<file path="src/rtl/fifo_rr_arbiter_if.sv">
// Handshake/data bundle between the arbiter and the surrounding FIFOs.
//   in_empty     : empty flags of the input FIFOs
//   in_data      : concatenated data_out of the input FIFOs, FIFO i at [DW*i +: DW]
//   in_pop       : one-hot pop to the input FIFOs
//   out_alm_full : almost-full flags of the output FIFOs
//   out_push     : one-hot push to the output FIFOs
//   out_data     : shared data_in bus to the output FIFOs
// master = arbiter side, slave = FIFO side.
interface fifo_rr_arbiter_if #(
    parameter int unsigned DATA_WIDTH = 10,
    parameter int unsigned NPORT      = 4
);
    logic [NPORT-1:0]            in_empty;
    logic [NPORT*DATA_WIDTH-1:0] in_data;
    logic [NPORT-1:0]            in_pop;
    logic [NPORT-1:0]            out_alm_full;
    logic [NPORT-1:0]            out_push;
    logic [DATA_WIDTH-1:0]       out_data;

    modport master (
        input  in_empty, in_data, out_alm_full,
        output in_pop, out_push, out_data
    );

    modport slave (
        output in_empty, in_data, out_alm_full,
        input  in_pop, out_push, out_data
    );
endinterface

</file>
<file path="src/rtl/fifo_rr_arbiter.sv">
// Control and drain stage for four input FIFOs: drives their one-hot state and
// thresholds, pops them round-robin and routes each word to the output FIFO
// named by its top two bits, with a one-word hold register for backpressure.
//   clk, reset          : clock, synchronous active-high reset
//   init                : request threshold re-programming (IDLE only)
//   thr_sup, thr_inf    : thresholds to program
//   state               : one-hot RESET/INIT/IDLE/ACTIVE
//   sup_Threshold,
//   inf_Threshold       : registered thresholds
//   idle                : high while state is IDLE
//   bus                 : FIFO handshake/data bundle (master side)
module fifo_rr_arbiter #(
    parameter int unsigned DATA_WIDTH = 10,
    parameter int unsigned NPORT      = 4
) (
    input  logic       clk,
    input  logic       reset,
    input  logic       init,
    input  logic [2:0] thr_sup,
    input  logic [2:0] thr_inf,
    output logic [3:0] state,
    output logic [2:0] sup_Threshold,
    output logic [2:0] inf_Threshold,
    output logic       idle,
    fifo_rr_arbiter_if.master bus
);

    localparam int unsigned PTR_W = 2;

    typedef enum logic [3:0] {
        ST_RESET  = 4'b0001,
        ST_INIT   = 4'b0010,
        ST_IDLE   = 4'b0100,
        ST_ACTIVE = 4'b1000
    } state_t;

    state_t                 state_q, state_d;
    logic                   pend;
    logic [PTR_W-1:0]       pend_src;
    logic                   hold_valid;
    logic [DATA_WIDTH-1:0]  hold_data;
    logic [PTR_W-1:0]       rr;

    logic [DATA_WIDTH-1:0]  in_word [NPORT];
    logic                   cand_valid;
    logic [DATA_WIDTH-1:0]  cand_data;
    logic [PTR_W-1:0]       cand_dest;
    logic                   push_ok;
    logic                   stall;
    logic                   pop_ok;
    logic                   any_req;
    logic                   found;
    logic [PTR_W-1:0]       idx;
    logic [PTR_W-1:0]       grant_idx;

    assign state = 4'(state_q);

    // Split the flat input data bus into per-FIFO words.
    always_comb begin
        for (int unsigned i = 0; i < NPORT; i++) begin
            in_word[i] = bus.in_data[i*DATA_WIDTH +: DATA_WIDTH];
        end
    end

    // Candidate selection, delivery, pop grant and next state.
    always_comb begin
        state_d    = state_q;
        cand_valid = hold_valid | pend;
        cand_data  = '0;
        found      = 1'b0;
        grant_idx  = rr;
        idx        = rr;

        if (hold_valid) begin
            cand_data = hold_data;
        end else if (pend) begin
            cand_data = in_word[pend_src];
        end
        cand_dest = cand_data[DATA_WIDTH-1 -: PTR_W];

        // Reset gating keeps a stale hold word from escaping during the reset cycle.
        push_ok = !reset && cand_valid && (|cand_data) && !bus.out_alm_full[cand_dest];
        stall   = cand_valid && (|cand_data) && !push_ok;
        any_req = ~&bus.in_empty;
        pop_ok  = !reset && (state_q == ST_ACTIVE) && !stall && any_req;

        // First non-empty FIFO searching rr, rr+1, ... modulo NPORT.
        for (int unsigned k = 0; k < NPORT; k++) begin
            idx = rr + PTR_W'(k);
            if (!found && !bus.in_empty[idx]) begin
                found     = 1'b1;
                grant_idx = idx;
            end
        end

        bus.in_pop   = pop_ok  ? (NPORT'(1) << grant_idx) : '0;
        bus.out_push = push_ok ? (NPORT'(1) << cand_dest) : '0;
        bus.out_data = push_ok ? cand_data : '0;

        case (state_q)
            ST_RESET:  state_d = ST_INIT;
            ST_INIT:   state_d = ST_IDLE;
            ST_IDLE: begin
                if (init) begin
                    state_d = ST_INIT;
                end else if (any_req) begin
                    state_d = ST_ACTIVE;
                end
            end
            ST_ACTIVE: begin
                if (!any_req && !pend && !hold_valid) begin
                    state_d = ST_IDLE;
                end
            end
            default:   state_d = ST_RESET;
        endcase
    end

    // State, pointer, pending-pop and hold registers.
    always_ff @(posedge clk) begin
        if (reset) begin
            state_q       <= ST_RESET;
            idle          <= 1'b0;
            sup_Threshold <= '0;
            inf_Threshold <= '0;
            pend          <= 1'b0;
            pend_src      <= '0;
            hold_valid    <= 1'b0;
            hold_data     <= '0;
            rr            <= '0;
        end else begin
            state_q <= state_d;
            idle    <= (state_d == ST_IDLE);
            if (state_d == ST_INIT) begin
                sup_Threshold <= thr_sup;
                inf_Threshold <= thr_inf;
            end
            pend <= pop_ok;
            if (pop_ok) begin
                pend_src <= grant_idx;
                rr       <= grant_idx + PTR_W'(1);
            end
            hold_valid <= stall;
            if (stall) begin
                hold_data <= cand_data;
            end
        end
    end

endmodule

</file>
<file path="src/flat_wrapper.sv">
// flat-port wrapper written by rule: the top's interface ports become plain ports
module fifo_rr_arbiter_flat 
#(
    parameter int unsigned DATA_WIDTH = 10,
    parameter int unsigned NPORT      = 4
)
  (clk, reset, init, thr_sup, thr_inf, state, sup_Threshold, inf_Threshold, idle, bus_in_empty, bus_in_data, bus_out_alm_full, bus_in_pop, bus_out_push, bus_out_data);
  fifo_rr_arbiter_if #(.DATA_WIDTH(DATA_WIDTH), .NPORT(NPORT)) bus_i ();
  input  logic clk;
  input  logic reset;
  input  logic init;
  input  logic [2:0] thr_sup;
  input  logic [2:0] thr_inf;
  output logic [3:0] state;
  output logic [2:0] sup_Threshold;
  output logic [2:0] inf_Threshold;
  output logic idle;
  input wire logic [$bits(bus_i.in_empty)-1:0] bus_in_empty;
  input wire logic [$bits(bus_i.in_data)-1:0] bus_in_data;
  input wire logic [$bits(bus_i.out_alm_full)-1:0] bus_out_alm_full;
  output wire logic [$bits(bus_i.in_pop)-1:0] bus_in_pop;
  output wire logic [$bits(bus_i.out_push)-1:0] bus_out_push;
  output wire logic [$bits(bus_i.out_data)-1:0] bus_out_data;
  assign bus_i.in_empty = bus_in_empty;
  assign bus_i.in_data = bus_in_data;
  assign bus_i.out_alm_full = bus_out_alm_full;
  assign bus_in_pop = bus_i.in_pop;
  assign bus_out_push = bus_i.out_push;
  assign bus_out_data = bus_i.out_data;
  fifo_rr_arbiter #(.DATA_WIDTH(DATA_WIDTH), .NPORT(NPORT)) u_core (.clk(clk), .reset(reset), .init(init), .thr_sup(thr_sup), .thr_inf(thr_inf), .state(state), .sup_Threshold(sup_Threshold), .inf_Threshold(inf_Threshold), .idle(idle), .bus(bus_i));
endmodule
</file>
<file path="config.mk">
export PLATFORM = sky130hd
export DESIGN_NAME = fifo_rr_arbiter_flat
export DESIGN_NICKNAME = d
export VERILOG_FILES = /design/src/rtl/fifo_rr_arbiter_if.sv /design/src/rtl/fifo_rr_arbiter.sv /design/src/flat_wrapper.sv
export SDC_FILE = /design/constraint.sdc
export NUM_CORES = 1
export LEC_CHECK = 0
export BUFFER_PORTS_ARGS = -buffer_cell sky130_fd_sc_hd__buf_2
export CORE_ASPECT_RATIO = 1.5
export CORE_MARGIN = 2
export CORE_UTILIZATION = 46
export DETAILED_ROUTE_END_ITERATION = 10
export HOLD_SLACK_MARGIN = 0.02
export MAX_ROUTING_LAYER = met4
export PLACE_DENSITY = 0.9
export SYNTH_ARGS = -nofsm -noshare
export SYNTH_HDL_FRONTEND = slang
export SYNTH_SLANG_ARGS = --single-unit
</file>
<file path="constraint.sdc">
create_clock -name clk -period 2.93 [get_ports clk]
set_clock_uncertainty 0.1 [all_clocks]
set_input_delay 0.4395 -clock clk [delete_from_list [all_inputs] [get_ports clk]]
set_output_delay 0.4395 -clock clk [all_outputs]
set_load 0.05 [all_outputs]
</file>
# == After elaboration in Yosys (flattened, before gate mapping) ==
# Cells that the tools add are included.
# classes
add_sub_neg,4
magnitude_cmp,6
eq_ne,6
n_shift,2
mux,28
n_bitwise,2
n_reduce_logical,27
# ops
op,n
$mux 10,5
$bmux 10 s2,1
$mux 4,5
$pmux 4 s4,1
$lt 2x3->1 const B,5
$logic_and 1x1->1,13
$logic_not 1->1,12
$bmux 1 s2,5
$reduce_or 10->1,1
$eq 4x2->1 const B,2
$eq 4x3->1 const B,2
$mux 1,8
$shl 1x2->4 const A,2
$mux 2,3
$add 2x1->2 const B,2
$add 2x2->2 const B,2
$eq 4x1->1 const B,1
$eq 4x4->1 const B,1
$reduce_and 4->1,1
$ge 3x3->1 const B,1
$not 2->3,1
$or 1x1->1,1
# totals
register_bits,27
inputBits,57
output_inout_bits,29

# == Depth between registers and ports, before layout ==
# logic_depth
ltp_word,16
depth_mapped,9

# == Worst setup path before layout ==
# No wires, ideal clock.
# synth_timing
kind,register to output
startpoint,register u_core.hold_valid
endpoint,output bus_out_push[0]
t_arrival_ns,3.023
required_ns,2.391
path_slack_ns,-0.633
path_stages_with_launch,8
path_buffers,1
path_cell_list,dfxtp_1 > clkbuf_1 > or3b_2 > o221ai_1 > o221ai_1 > a21o_1 > or3_1 > nor3_1
# synth_via
elab_chain_len,6
elab_cells_between_ends,11
cone_classes,shift (1); mux (4); bitwise (1); reduce/logical (5)
# synth_rtl
item,line,rtl
"start, declared",fifo_rr_arbiter.sv:40,logic hold_valid;
"start signal, assigned",fifo_rr_arbiter.sv:143,hold_valid <= stall;
$mux 10,fifo_rr_arbiter.sv:74,if (hold_valid) begin
$bmux 1 s2,fifo_rr_arbiter.sv:82,push_ok = !reset && cand_valid && (|cand_data) && !bus.out_alm_full[cand_dest];
$mux 1 (implied by the code),fifo_rr_arbiter.sv:82,
$logic_not 1->1,fifo_rr_arbiter.sv:82,
$logic_and 1x1->1,fifo_rr_arbiter.sv:82,
$mux 4 (*),fifo_rr_arbiter.sv:97,bus.out_push = push_ok ? (NPORT'(1) << cand_dest) : '0;
"end, declared",flat_wrapper.sv:22,output wire logic [$bits(bus_i.out_push)-1:0] bus_out_push;
# Mark *: on every way between the ends. The rest lies on a longest branch, timed or not. The select of a mux whose other input is x is not followed.

# == Final worst setup path ==
# layout_timing
startpoint,register u_core.pend_src[0]
endpoint,output bus_in_pop[0]
# layout_via
elab_chain_len,16
elab_cells_between_ends,19
cone_classes,mux (8); bitwise (1); reduce/logical (10)
# layout_rtl
item,line,rtl
"start, declared",fifo_rr_arbiter.sv:39,logic [PTR_W-1:0] pend_src;
"start signal, assigned",fifo_rr_arbiter.sv:140,pend_src <= grant_idx;
$not 2->3 (implied by the code) (*),fifo_rr_arbiter.sv:77,cand_data = in_word[pend_src];
$bmux 10 s2 (*),fifo_rr_arbiter.sv:77,
$mux 10 (implied by the code) (*) (2 in a row),fifo_rr_arbiter.sv:77,
$mux 10 (*),fifo_rr_arbiter.sv:76,end else if (pend) begin
$mux 10 (*),fifo_rr_arbiter.sv:74,
$bmux 1 s2,fifo_rr_arbiter.sv:82,
$mux 1 (implied by the code),fifo_rr_arbiter.sv:82,
$logic_not 1->1,fifo_rr_arbiter.sv:82,
$logic_and 1x1->1,fifo_rr_arbiter.sv:82,
$logic_not 1->1,fifo_rr_arbiter.sv:83,stall = cand_valid && (|cand_data) && !push_ok;
$logic_and 1x1->1 (*),fifo_rr_arbiter.sv:83,
$logic_not 1->1 (*),fifo_rr_arbiter.sv:85,pop_ok = !reset && (state_q == ST_ACTIVE) && !stall && any_req;
$logic_and 1x1->1 (*) (2 in a row),fifo_rr_arbiter.sv:85,
$mux 4 (*),fifo_rr_arbiter.sv:96,bus.in_pop = pop_ok ? (NPORT'(1) << grant_idx) : '0;
"end, declared",flat_wrapper.sv:21,output wire logic [$bits(bus_i.in_pop)-1:0] bus_in_pop;
# Marks and branches as above.

==> results.md <==
* Slew HR at 64.8%
* Clock power share at 26.4%
* Largest net degree at the start of global routing at 29
* GPL Wtd Cong at 0.839
* Cell Pwr Density at around 280 nW/um^2
* Nets at 385
* Startpoint types: flip-flop
* VDD IR max at 0.000415 V
* CTS clk-pin slew, worst paths at ~100 ps
* Top FF cell, synth: dfxtp_1
* DR DRC count at 0
* Seq/Total Area, Yosys at 30.3%
* CP Data Arrival Time at 2730 ps
* Worst r2r path cells at 11
* Final Cycle Share at 112%
* Area contributors post-synth: dfxtp_1, mux2i_1, nor2_1, mux2_2, a211oi_1
* Most common cell in the netlist: nor2_1
* Cell mode on critical path: buf_6
* Hold Crit Class: in -> reg
* Area growth, synth to finish at 65.2%
* Status: complete, but fails checks
* Synth top cells by count: nor2_1, dfxtp_1, nand2_1, a21oi_1, mux2i_1
* Initial antenna violation count at 0
* Flop pwr share at a little under half
* Crit path largest cell delay at 430 ps
* Cts hold-fix bufs at 0
* Final worst-path setup slack at -344 ps
* Combinational share of power at a little over a quarter
* Internal Pwr Total at 563 uW
* Reg2Reg Launch Point: u_core.pend_src[0]
* MaxCap Viol Count at 0
* Cell Area, Synth at approximately 1800 um^2
* RSZ-0062 raised after global routing: true
* H-tree Lvls at 1
* Via/cell ratio at 5.92
* Worst slew pin tran at 528 ps
* First drt pass iteration count at 4
* Total gr overflow at 0
* Warnings, synthesis at 0
* FF-to-FF setup slack at around 150 ps
* Avg Inst Size Synth at approximately 8.6 um^2
* Die area at roughly 4400 um^2
* Final min period at 3270 ps
* ANT cells at 0
* Synthesized instance count at 208
* Initial core utilization at 48.5%
* IO Pins at 86
* DRT Wirelength at 6440 um
* Synth unique cells at between 40 and 50
* Inserted Clock Buffers at 3
* CTS tree: built
* Synth Net Count at 269
* Die Height at 80.3 um
* Type of the worst setup path: reg -> out
* Critical path's slowest cell: or3_4
* Clock sink count at 27
* Sw frac at 32.9%
* WP depth at 8
* Violated checks: negative setup slack
* Worst setup path end: bus_in_pop[0]
* Buf/Inv on CP at 2
* Design Area, Final at roughly 2900 um^2
* Post-synthesis async set-or-reset flop share at 0%
* Vias in the first global route at 1,990
* Family with the most delay on the worst path: simple AND/OR/NAND/NOR gates
* Req. time, crit path at 2390 ps
* Hold WS at 290 ps
* Clk Latency, worst-skew pair at 280 ps
* Routed wire per std cell at between 15 and 20 um
* Die width at around 55 um
* Critical Path Fanout Max at 5
* Clk buf depth at 2
* Total chip power at around 840 uW
* Net Sw Power at between 200 and 300 uW
* Final setup vio count at 8
* Clk Tree Root Cell: clkbuf_8
* Static leakage at 0.00130 uW
* Critical R2R Capture: u_core.hold_data[7]
* Fin. max-slew vios at 0
* Fin. Hold Viols at 0
* Cell Chain, Critical Path: buf_6 -> mux2_2 -> a222oi_1 -> nand4_1 -> or3_4 -> a21oi_4 -> and3_2 -> buf_6
* Port buffer count at 85
* Yosys top cell by area: dfxtp_1
* DP HPWL at 4000 um
* Layout cells sized above 1 at 54.5%
* Routed Antenna Nets at 0
* Initial DRC Count at 77
* Element type at the critical path end: primary output
* Share of the synthesized area in the top cell type at a little under a third
* Synthesized flop and latch total at 27
* Vias at 2,167
* Beginning of the critical path: u_core.pend_src[0]
* Total GRT Usage at 26.3%
* Post-DP Area at between 2000 and 2500 um^2
* EDFF count, synth at 0
* Placeable Area at 3680 um^2
* Std cell rows at 27
* FMAX at 305 MHz
* First-pass GRT wire length at 8480 um
power by group through the flow:
stage | Sequential (uW) | Clock [uW] | Combinational [uW]
2_1_floorplan | 462 | 0 | 78.9
3_3_place_gp | 404 | 0 | 200
3_5_place_dp | 405 | 0 | 204
4_1_cts | 396 | 223 | 208
5_1_grt | 398 | 245 | 236
6_report | 396 | 222 | 222
kinds of logic after synthesis:
kind of cell             Yosys count  synth area share, %
adder cells (fa/ha/maj)            4                 2.81
flip-flops                        27                 30.3
XOR/XNOR                           1                0.491
multiplexers                      28                 18.6
AND/OR/NAND/NOR                   74                 19.9
buffers and inverters             18                 5.19
AO/OA/AOI/OAI                     56                 22.7
worst min-delay path by stage:
stage / end / slack, ps / depth (start not counted) / startpoint
floorplan: u_core.rr[1] / 380 / 2 / u_core.rr[1]
global placement: u_core.sup_Threshold[0] / 370 / 2 / u_core.sup_Threshold[0]
detailed placement: u_core.sup_Threshold[2] / 380 / 2 / u_core.sup_Threshold[2]
CTS: u_core.sup_Threshold[2] / 290 / 3 / thr_sup[2]
global route: u_core.sup_Threshold[2] / 290 / 3 / thr_sup[2]
finish: u_core.inf_Threshold[2] / 290 / 3 / thr_inf[2]
metal layers:
layer / global-route usage, % / part of all wire, %
met2: 49.2 / 57
met5: - / 0
met1: 27.4 / 35
met3: 2.23 / 5.9
met4: 8.00 / 2.2
through the flow:
stage / setup TNS [ps] / worst slack [ps] / util [%] / instances
after floorplan: -727 / -98.7 / - / 208
after global placement: -353 / -71.6 / 66.9 / 351
after detailed placement: -884 / -149 / 66.9 / 351
after CTS: -1590 / -212 / 72.1 / 360
after global routing: -6350 / -633 / 80.1 / 366
final: -2030 / -344 / 80.1 / 366
state kept, by name, indices dropped and copies added (netlist names):
register,count
u_core.sup_Threshold,3
u_core.inf_Threshold,3
u_core.state,4
u_core.idle,1
u_core.hold_data,10
u_core.pend_src,2
u_core.hold_valid,1
u_core.rr,2
u_core.pend,1
timing repair:
item	CTS	global route
buffers inserted	5	6
gates resized for setup	34	55
endpoints found under the setup margin	15	18
pin swaps	6	13
final cells by class:
| type | count | area [um^2] |
|---|---|---|
| clock buffer | 3 | 41.3 |
| clock inverter | 1 | 7.51 |
| fill | 233 | 734 |
| inverter | 8 | 30.0 |
| multi-input combinational | 163 | 1410 |
| sequential | 27 | 546 |
| tap | 43 | 53.8 |
| timing repair buffer | 121 | 862 |
layout by cell type, fill, tap and decap left out, drive strengths merged, types with 2 or more instances in the layout:
master / synthesis / final
or3: 2 / 2
o22ai: 3 / 3
nor2: 30 / 30
mux4: 2 / 2
and3: 4 / 4
inv: 8 / 8
nand4: 2 / 2
a22oi: 2 / 2
a211oi: 10 / 10
dfxtp: 27 / 27
a21oi: 15 / 15
o221ai: 4 / 4
o221a: 3 / 3
nor2b: 3 / 3
nand3b: 2 / 2
mux2i: 14 / 14
clkbuf: 5 / 3
ha: 4 / 4
a222oi: 5 / 5
o21ai: 8 / 8
mux2: 12 / 12
nand3: 4 / 4
nand2: 15 / 15
buf: 5 / 121
nor3: 6 / 6
tightest hold or removal path, delay by kind of cell:
kind          cells  cell delay, ps
buf+inv           1              70
simple gates      1              70
mux               1              50
Power figures use the tool's default switching activity.
